==> src/rtl/sys_seq_ctrl_pkg.sv <==
// Shared types for the systemizer sequencing controller: FSM states, job
// result codes and a counter-width helper.
package sys_seq_pkg;

   typedef enum logic [2:0] {
      IDLE,
      LOAD,
      KICK,
      RUN_WAIT,
      DRAIN,
      FINISH
   } state_t;

   typedef enum logic [1:0] {
      ERR_OK   = 2'd0,
      ERR_SING = 2'd1,
      ERR_TMO  = 2'd2
   } err_t;

   // Bits needed to index n items; never less than one.
   function automatic int cnt_width(input int n);
      return (n > 1) ? $clog2(n) : 1;
   endfunction

endpackage

==> src/rtl/sys_seq_ctrl_if.sv <==
// Stream, memory and systemizer handshake bundle for sys_seq_ctrl.
// master = controller side, slave = environment side.
interface sys_seq_ctrl_if #(
   parameter int W  = 32,
   parameter int AW = 3
);

   logic [W-1:0]  in_data;
   logic          in_valid;
   logic          in_ready;

   logic [W-1:0]  out_data;
   logic          out_valid;
   logic          out_ready;

   logic [AW-1:0] mem_addr;
   logic          mem_wr;
   logic [W-1:0]  mem_wdata;
   logic [W-1:0]  mem_rdata;
   logic          mem_owner;

   logic          sys_start;
   logic          sys_done;
   logic          sys_fail;

   modport master (
      input  in_data, in_valid, out_ready, mem_rdata, sys_done, sys_fail,
      output in_ready, out_data, out_valid, mem_addr, mem_wr, mem_wdata,
             mem_owner, sys_start
   );

   modport slave (
      output in_data, in_valid, out_ready, mem_rdata, sys_done, sys_fail,
      input  in_ready, out_data, out_valid, mem_addr, mem_wr, mem_wdata,
             mem_owner, sys_start
   );

endinterface

==> src/rtl/sys_seq_ctrl_skid_buf.sv <==
// Two-entry skid buffer for the drain stream. in_ready means "a beat arriving
// next cycle will fit", so a read issued now is always absorbed.
module skid_buf #(
   parameter int W = 32
) (
   input  logic         clk,
   input  logic         rst,
   input  logic [W-1:0] in_data,
   input  logic         in_valid,
   output logic         in_ready,
   output logic [W-1:0] out_data,
   output logic         out_valid,
   input  logic         out_ready
);

   logic [W-1:0] slot [2];
   logic         wr_ptr;
   logic         rd_ptr;
   logic [1:0]   count;
   logic [1:0]   count_nx;
   logic         push;
   logic         pop;

   always_comb begin
      out_valid = (count != 2'd0);
      out_data  = slot[rd_ptr];
      pop       = out_valid & out_ready;
      push      = in_valid & ((count != 2'd2) | pop);
      count_nx  = count + {1'b0, push} - {1'b0, pop};
      // Look ahead one cycle to cover the memory read latency.
      in_ready  = (count_nx < 2'd2);
   end

   always_ff @(posedge clk) begin
      if (rst) begin
         count  <= '0;
         wr_ptr <= 1'b0;
         rd_ptr <= 1'b0;
      end else begin
         count <= count_nx;
         if (push) wr_ptr <= ~wr_ptr;
         if (pop)  rd_ptr <= ~rd_ptr;
      end
   end

   always_ff @(posedge clk) begin
      if (push) slot[wr_ptr] <= in_data;
   end

endmodule

==> src/rtl/sys_seq_ctrl.sv <==
// Job sequencer: streams ROWS words into memory, hands memory to the
// systemizer, waits for completion or timeout, then drains memory out.
module sys_seq_ctrl
   import sys_seq_pkg::*;
#(
   parameter int ROWS    = 8,
   parameter int W       = 32,
   parameter int TIMEOUT = 65535,
   parameter int AW      = cnt_width(ROWS)
) (
   input  logic        clk,
   input  logic        rst,
   input  logic        start,
   output logic        done,
   output logic [1:0]  err,
   sys_seq_ctrl_if.master bus
);

   localparam int            TW       = cnt_width(TIMEOUT + 1);
   localparam logic [AW-1:0] LAST     = AW'(ROWS - 1);
   localparam logic [TW-1:0] TMO_LAST = TW'(TIMEOUT - 1);

   state_t        state;
   state_t        state_nx;
   err_t          err_q;

   logic [AW-1:0] addr_cnt;
   logic          addr_end;
   logic [AW-1:0] beat_cnt;
   logic [TW-1:0] tmo_cnt;
   logic          rd_pend;

   logic          load_beat;
   logic          rd_issue;
   logic          out_beat;
   logic          tmo_hit;

   logic          sk_ready;
   logic          sk_valid;
   logic [W-1:0]  sk_data;
   logic          sk_out_ready;

   assign err          = err_q;
   assign sk_out_ready = (state == DRAIN) & bus.out_ready;

   skid_buf #(
      .W (W)
   ) u_skid (
      .clk       (clk),
      .rst       (rst),
      .in_data   (bus.mem_rdata),
      .in_valid  (rd_pend),
      .in_ready  (sk_ready),
      .out_data  (sk_data),
      .out_valid (sk_valid),
      .out_ready (sk_out_ready)
   );

   always_ff @(posedge clk) begin
      if (rst) state <= IDLE;
      else     state <= state_nx;
   end

   always_comb begin
      state_nx      = state;
      done          = 1'b0;
      bus.in_ready  = 1'b0;
      bus.out_valid = 1'b0;
      bus.out_data  = sk_data;
      bus.mem_addr  = '0;
      bus.mem_wr    = 1'b0;
      bus.mem_wdata = '0;
      bus.mem_owner = 1'b0;
      bus.sys_start = 1'b0;
      load_beat     = 1'b0;
      rd_issue      = 1'b0;
      out_beat      = 1'b0;
      tmo_hit       = (tmo_cnt == TMO_LAST);

      case (state)
         IDLE: begin
            if (start) state_nx = LOAD;
         end
         LOAD: begin
            bus.in_ready  = 1'b1;
            bus.mem_addr  = addr_cnt;
            bus.mem_wdata = bus.in_data;
            if (bus.in_valid) begin
               load_beat  = 1'b1;
               bus.mem_wr = 1'b1;
               if (addr_cnt == LAST) state_nx = KICK;
            end
         end
         KICK: begin
            bus.mem_owner = 1'b1;
            bus.sys_start = 1'b1;
            state_nx      = RUN_WAIT;
         end
         RUN_WAIT: begin
            bus.mem_owner = 1'b1;
            // A completion in the timeout cycle wins over the timeout.
            if (bus.sys_done) state_nx = bus.sys_fail ? FINISH : DRAIN;
            else if (tmo_hit) state_nx = FINISH;
         end
         DRAIN: begin
            bus.mem_addr  = addr_cnt;
            rd_issue      = ~addr_end & sk_ready;
            bus.out_valid = sk_valid;
            out_beat      = sk_valid & bus.out_ready;
            if (out_beat && (beat_cnt == LAST)) state_nx = FINISH;
         end
         FINISH: begin
            done     = 1'b1;
            state_nx = IDLE;
         end
         default: state_nx = IDLE;
      endcase
   end

   always_ff @(posedge clk) begin
      if (rst) begin
         addr_cnt <= '0;
         addr_end <= 1'b0;
         beat_cnt <= '0;
         tmo_cnt  <= '0;
         rd_pend  <= 1'b0;
         err_q    <= ERR_OK;
      end else begin
         rd_pend <= rd_issue;
         case (state)
            IDLE: begin
               if (start) begin
                  addr_cnt <= '0;
                  addr_end <= 1'b0;
                  beat_cnt <= '0;
                  err_q    <= ERR_OK;
               end
            end
            LOAD: begin
               if (load_beat && (addr_cnt != LAST)) addr_cnt <= addr_cnt + AW'(1);
            end
            KICK: begin
               tmo_cnt <= '0;
            end
            RUN_WAIT: begin
               if (!tmo_hit) tmo_cnt <= tmo_cnt + TW'(1);
               if (bus.sys_done) begin
                  if (bus.sys_fail) begin
                     err_q <= ERR_SING;
                  end else begin
                     addr_cnt <= '0;
                     addr_end <= 1'b0;
                     beat_cnt <= '0;
                  end
               end else if (tmo_hit) begin
                  err_q <= ERR_TMO;
               end
            end
            DRAIN: begin
               // The read address holds at ROWS-1 once the last read issues.
               if (rd_issue) begin
                  if (addr_cnt == LAST) addr_end <= 1'b1;
                  else                  addr_cnt <= addr_cnt + AW'(1);
               end
               if (out_beat && (beat_cnt != LAST)) beat_cnt <= beat_cnt + AW'(1);
            end
            FINISH: begin
               addr_cnt <= '0;
               addr_end <= 1'b0;
               beat_cnt <= '0;
               tmo_cnt  <= '0;
            end
            default: ;
         endcase
      end
   end

endmodule

==> src/flat_wrapper.sv <==
// flat-port wrapper written by rule: the top's interface ports become plain ports
module sys_seq_ctrl_flat import sys_seq_pkg::*;
#(
   parameter int ROWS    = 8,
   parameter int W       = 32,
   parameter int TIMEOUT = 65535,
   parameter int AW      = cnt_width(ROWS)
)
  (clk, rst, start, done, err, bus_in_data, bus_in_valid, bus_out_ready, bus_mem_rdata, bus_sys_done, bus_sys_fail, bus_in_ready, bus_out_data, bus_out_valid, bus_mem_addr, bus_mem_wr, bus_mem_wdata, bus_mem_owner, bus_sys_start);
  sys_seq_ctrl_if #(.W(W), .AW(AW)) bus_i ();
  input  logic clk;
  input  logic rst;
  input  logic start;
  output logic done;
  output logic [1:0] err;
  input wire logic [$bits(bus_i.in_data)-1:0] bus_in_data;
  input wire logic [$bits(bus_i.in_valid)-1:0] bus_in_valid;
  input wire logic [$bits(bus_i.out_ready)-1:0] bus_out_ready;
  input wire logic [$bits(bus_i.mem_rdata)-1:0] bus_mem_rdata;
  input wire logic [$bits(bus_i.sys_done)-1:0] bus_sys_done;
  input wire logic [$bits(bus_i.sys_fail)-1:0] bus_sys_fail;
  output wire logic [$bits(bus_i.in_ready)-1:0] bus_in_ready;
  output wire logic [$bits(bus_i.out_data)-1:0] bus_out_data;
  output wire logic [$bits(bus_i.out_valid)-1:0] bus_out_valid;
  output wire logic [$bits(bus_i.mem_addr)-1:0] bus_mem_addr;
  output wire logic [$bits(bus_i.mem_wr)-1:0] bus_mem_wr;
  output wire logic [$bits(bus_i.mem_wdata)-1:0] bus_mem_wdata;
  output wire logic [$bits(bus_i.mem_owner)-1:0] bus_mem_owner;
  output wire logic [$bits(bus_i.sys_start)-1:0] bus_sys_start;
  assign bus_i.in_data = bus_in_data;
  assign bus_i.in_valid = bus_in_valid;
  assign bus_i.out_ready = bus_out_ready;
  assign bus_i.mem_rdata = bus_mem_rdata;
  assign bus_i.sys_done = bus_sys_done;
  assign bus_i.sys_fail = bus_sys_fail;
  assign bus_in_ready = bus_i.in_ready;
  assign bus_out_data = bus_i.out_data;
  assign bus_out_valid = bus_i.out_valid;
  assign bus_mem_addr = bus_i.mem_addr;
  assign bus_mem_wr = bus_i.mem_wr;
  assign bus_mem_wdata = bus_i.mem_wdata;
  assign bus_mem_owner = bus_i.mem_owner;
  assign bus_sys_start = bus_i.sys_start;
  sys_seq_ctrl #(.ROWS(ROWS), .W(W), .TIMEOUT(TIMEOUT), .AW(AW)) u_core (.clk(clk), .rst(rst), .start(start), .done(done), .err(err), .bus(bus_i));
endmodule
==> config.mk <==
export PLATFORM = sky130hd
export DESIGN_NAME = sys_seq_ctrl_flat
export DESIGN_NICKNAME = d
export VERILOG_FILES = /design/src/rtl/sys_seq_ctrl_pkg.sv /design/src/rtl/sys_seq_ctrl_if.sv /design/src/rtl/sys_seq_ctrl_skid_buf.sv /design/src/rtl/sys_seq_ctrl.sv /design/src/flat_wrapper.sv
export SDC_FILE = /design/constraint.sdc
export NUM_CORES = 1
export LEC_CHECK = 0
export CAP_MARGIN = 20
export CORE_MARGIN = 8
export CORE_UTILIZATION = 35
export CTS_CLUSTER_DIAMETER = 100
export DETAILED_ROUTE_END_ITERATION = 6
export PLACE_DENSITY_LB_ADDON = 0.15
export SLEW_MARGIN = 20
export SYNTH_ARGS = -nofsm -noshare
export SYNTH_HDL_FRONTEND = slang
export SYNTH_HIERARCHICAL = 1
export SYNTH_SLANG_ARGS = --single-unit
export TNS_END_PERCENT = 100
==> constraint.sdc <==
create_clock -name clk -period 5.35 [get_ports clk]
set_clock_uncertainty 0.05 [all_clocks]
set_input_delay 1.07 -clock clk [delete_from_list [all_inputs] [get_ports clk]]
set_output_delay 1.07 -clock clk [all_outputs]
set_load 0.03 [all_outputs]
==> flow_summary.yaml <==
grt:
  overflow: 0
  globalRouteTotalUtil_pct: 12.9
  grt_pass1_vias: 3414
  grt_max_degree: 37
  grt_antenna_before_repair: 0
  grt_pass1_wl_mm: 17.2
final_layout:
  stdcell_count: 681
  syn_to_final_growth_pct: 41.5
  post-route-cell-area_sq_mm: 0.00645
  fin_util_pct: 50.9
  layout_common_cells: "145 x clkdlybuf4s50_1, 64 x edfxtp_1, 37 x and2_1"
  drive_gt1_share_pct: 12.6
  final_common_cell: "clkdlybuf4s50_1"
  diodes: 0
  fillCellCount: 1165
  finalNetCount: 583
clocking:
  cts_sinks: 98
  cts_root_buffer: "clkbuf_16"
  cts_hold_buf: 0
  clk-insertion-delay-late_ns: 0.34
  cts_max_level: 3
  cts_tree: "yes"
  clk_pin_slew_worst_paths_ns: 0.07
  cts_resized: 0
  postCtsSetupBuffers: 0
  cts_buffers: 9
  cts_buffer_depth: 2
drt:
  ant_nets: 0
  avgViaCountPerCell: 4.92
  first_pass_iters: 7
  drt-initial-drc-count: 185
  routed_wl_mm: 10.9
  wl_per_cell_microns: 16.0
  drc: 0
  dr_total_vias: 3353
critical_path:
  startpoint_type: "flop"
  crit-reg2reg-launch: "u_core/state[1]"
  endpoint_kind: "output port"
  cp.arrival_ns: 2.97
  startpoint: "u_core/state[0]"
  required_ns: 4.23
  cp_max_fo: 36
  path_class: "flop to output port"
status:
  outcome: "completed"
place:
  dp_cells: 664
  port_buffers: 145
  dp_hpwl_mm: 7.83
  place_area_sq_mm: 0.00613
  gp_congestion: 0.779
floorplanning:
  die_h_microns: 130
  die_w_microns: 130
  row_count: 41
  core_sq_mm: 0.0127
  io_pins: 146
  dieArea_sq_mm: 0.0169
  initial_core_util_pct: 36.0
logic_synthesis:
  yosys.area_share.adder_pct: 2.20
  yosysTopAreaCellShare_pct: 42.2
  yosysTopAreaCell: "edfxtp_1"
  ys_ff_latch: 98
  syn_area_sq_mm: 0.00456
  yosys-top-cells-area: "edfxtp_1 42%, dfxtp_1 15%, mux2_2 7.4%"
  synth_top_family_by_area: "simple AND/OR/NAND/NOR gates"
  ys_warn_count: 6
  ys_types: 62
  synthXorXnorAreaFrac_pct: 0.769
  synth_edf_count: 64
  netlist_instances: 364
  synth_ff_type: "edfxtp_1"
  synthArstFlopShare_pct: 0
  synth_compound_area_share_pct: 8.43
  synth-simple-area-share_pct: 18.7
  synthesis.nets: 443
  synthMuxAreaShare_pct: 9.58
  syn_avg_cell_area_sq_um: 12.5
  ys_seq_area_share_pct: 57.1
timing:
  slew_viol_final: 0
  finalSetupViolCount: 0
  tns_ns: 0
  max_clock_freq_mhz: 244
  min_period_ns: 4.09
  tightestPinTransition_ns: 0.996
  rsz0062_at_grt: "no"
  slew_headroom_pct: 33.4
  post-route-period-util_pct: 76.5
  hold_violations: 0
power_and_ir_drop:
  finalPower_uw: 1660
  peakVddDrop_uv: 148
  p_per_area_mw_per_mm2: 258
  p_leak_uw: 0.00217
hold_path:
  hp-class: "flop to flop"
  min_from: "u_core/beat_cnt[2]"
job:
  maxCapViolCount: 0
[sequential cells by signal (all words and copies together), names as in the netlist, named ones only]
signal                count
u_core/state              3
u_core/u_skid/slot       64
u_core/u_skid/wr_ptr      1
u_core/tmo_cnt           16
u_core/addr_cnt           3
u_core/beat_cnt           3
u_core/rd_pend            1
u_core/u_skid/rd_ptr      1
u_core/u_skid/count       2
u_core/err                2
u_core/addr_end           1
[synthesized netlist by cell type (2+ instances only)]
cell type / n
nor2_1: 11
inv_1: 8
o41ai_1: 4
nor3_1: 5
o21ai_0: 7
o31ai_1: 6
nor2b_1: 8
or2_0: 2
a31o_2: 2
mux2i_1: 5
a211o_1: 2
nor4_1: 2
buf_4: 6
or3_1: 2
mux2_2: 30
or4_1: 10
o211ai_1: 3
dfxtp_1: 34
nand3_1: 11
buf_6: 3
and2_1: 37
buf_2: 2
xnor2_1: 4
nand2_1: 12
nor3b_1: 4
nand4_1: 3
o31a_1: 2
and4_1: 3
clkbuf_1: 7
edfxtp_1: 64
ha_1: 8
mux2_1: 3
nand2b_1: 9
a21oi_1: 15
o21a_1: 3
[critical path, cell delays in order, from the launching register on]
cell and delay [ns]:
dfxtp_1 0.64, nor3b_4 0.86, nor2_1 0.24, nor2b_1 0.19, clkdlybuf4s50_1 0.70
[layout make-up]
type	instances	area (sq um)	share of cell area, %
Clock buffer	11	243	3.76
Clock inverter	5	62.6	0.970
Inverter	9	33.8	0.524
Multi-Input combinational cell	239	1820	28.2
Sequential cell	98	2600	40.4
Tap cell	172	215	3.34
Timing Repair Buffer	147	1470	22.8
[routing by layer]
layer  vias up  part of all wire (%)  track usage, %
met5         -                     0               0
met3        11                   6.6            3.47
met2       102                    47            20.5
li1       1639                     -               -
met4         0                   1.2            4.92
met1      1601                    45            16.4
[per-stage QoR]
step	hold slack, ns	setup WS (ns)
2_1_floorplan	0.390	2.04
3_3_place_gp	0.401	1.26
3_5_place_dp	0.406	1.19
4_1_cts	0.418	1.18
5_1_grt	0.443	0.920
6_report	0.414	1.26
[report_power, final]
part	leakage, uW	switching [uW]	internal (uW)	total, uW
registers	0.000849	5.14	806	811
clock network	0.000142	278	378	656
logic	0.00117	92.7	103	195
[cell families after synthesis]
| family | after synthesis |
|---|---|
| mux | 39 |
| fa+ha+maj | 8 |
| simple gates | 134 |
| buf+inv | 27 |
| xor+xnor | 4 |
| compound gates | 54 |
| flops | 98 |
[worst paths after layout]
kind         slack (ns)            endpoint  cells after the start
max                1.26     bus_mem_addr[1]                      4
min                0.41  u_core/beat_cnt[2]                      2
max reg2reg        1.76  u_core/addr_cnt[0]                     12
min reg2reg        0.41  u_core/beat_cnt[2]                      2
Note: power is estimated with default switching activity, not from simulation.
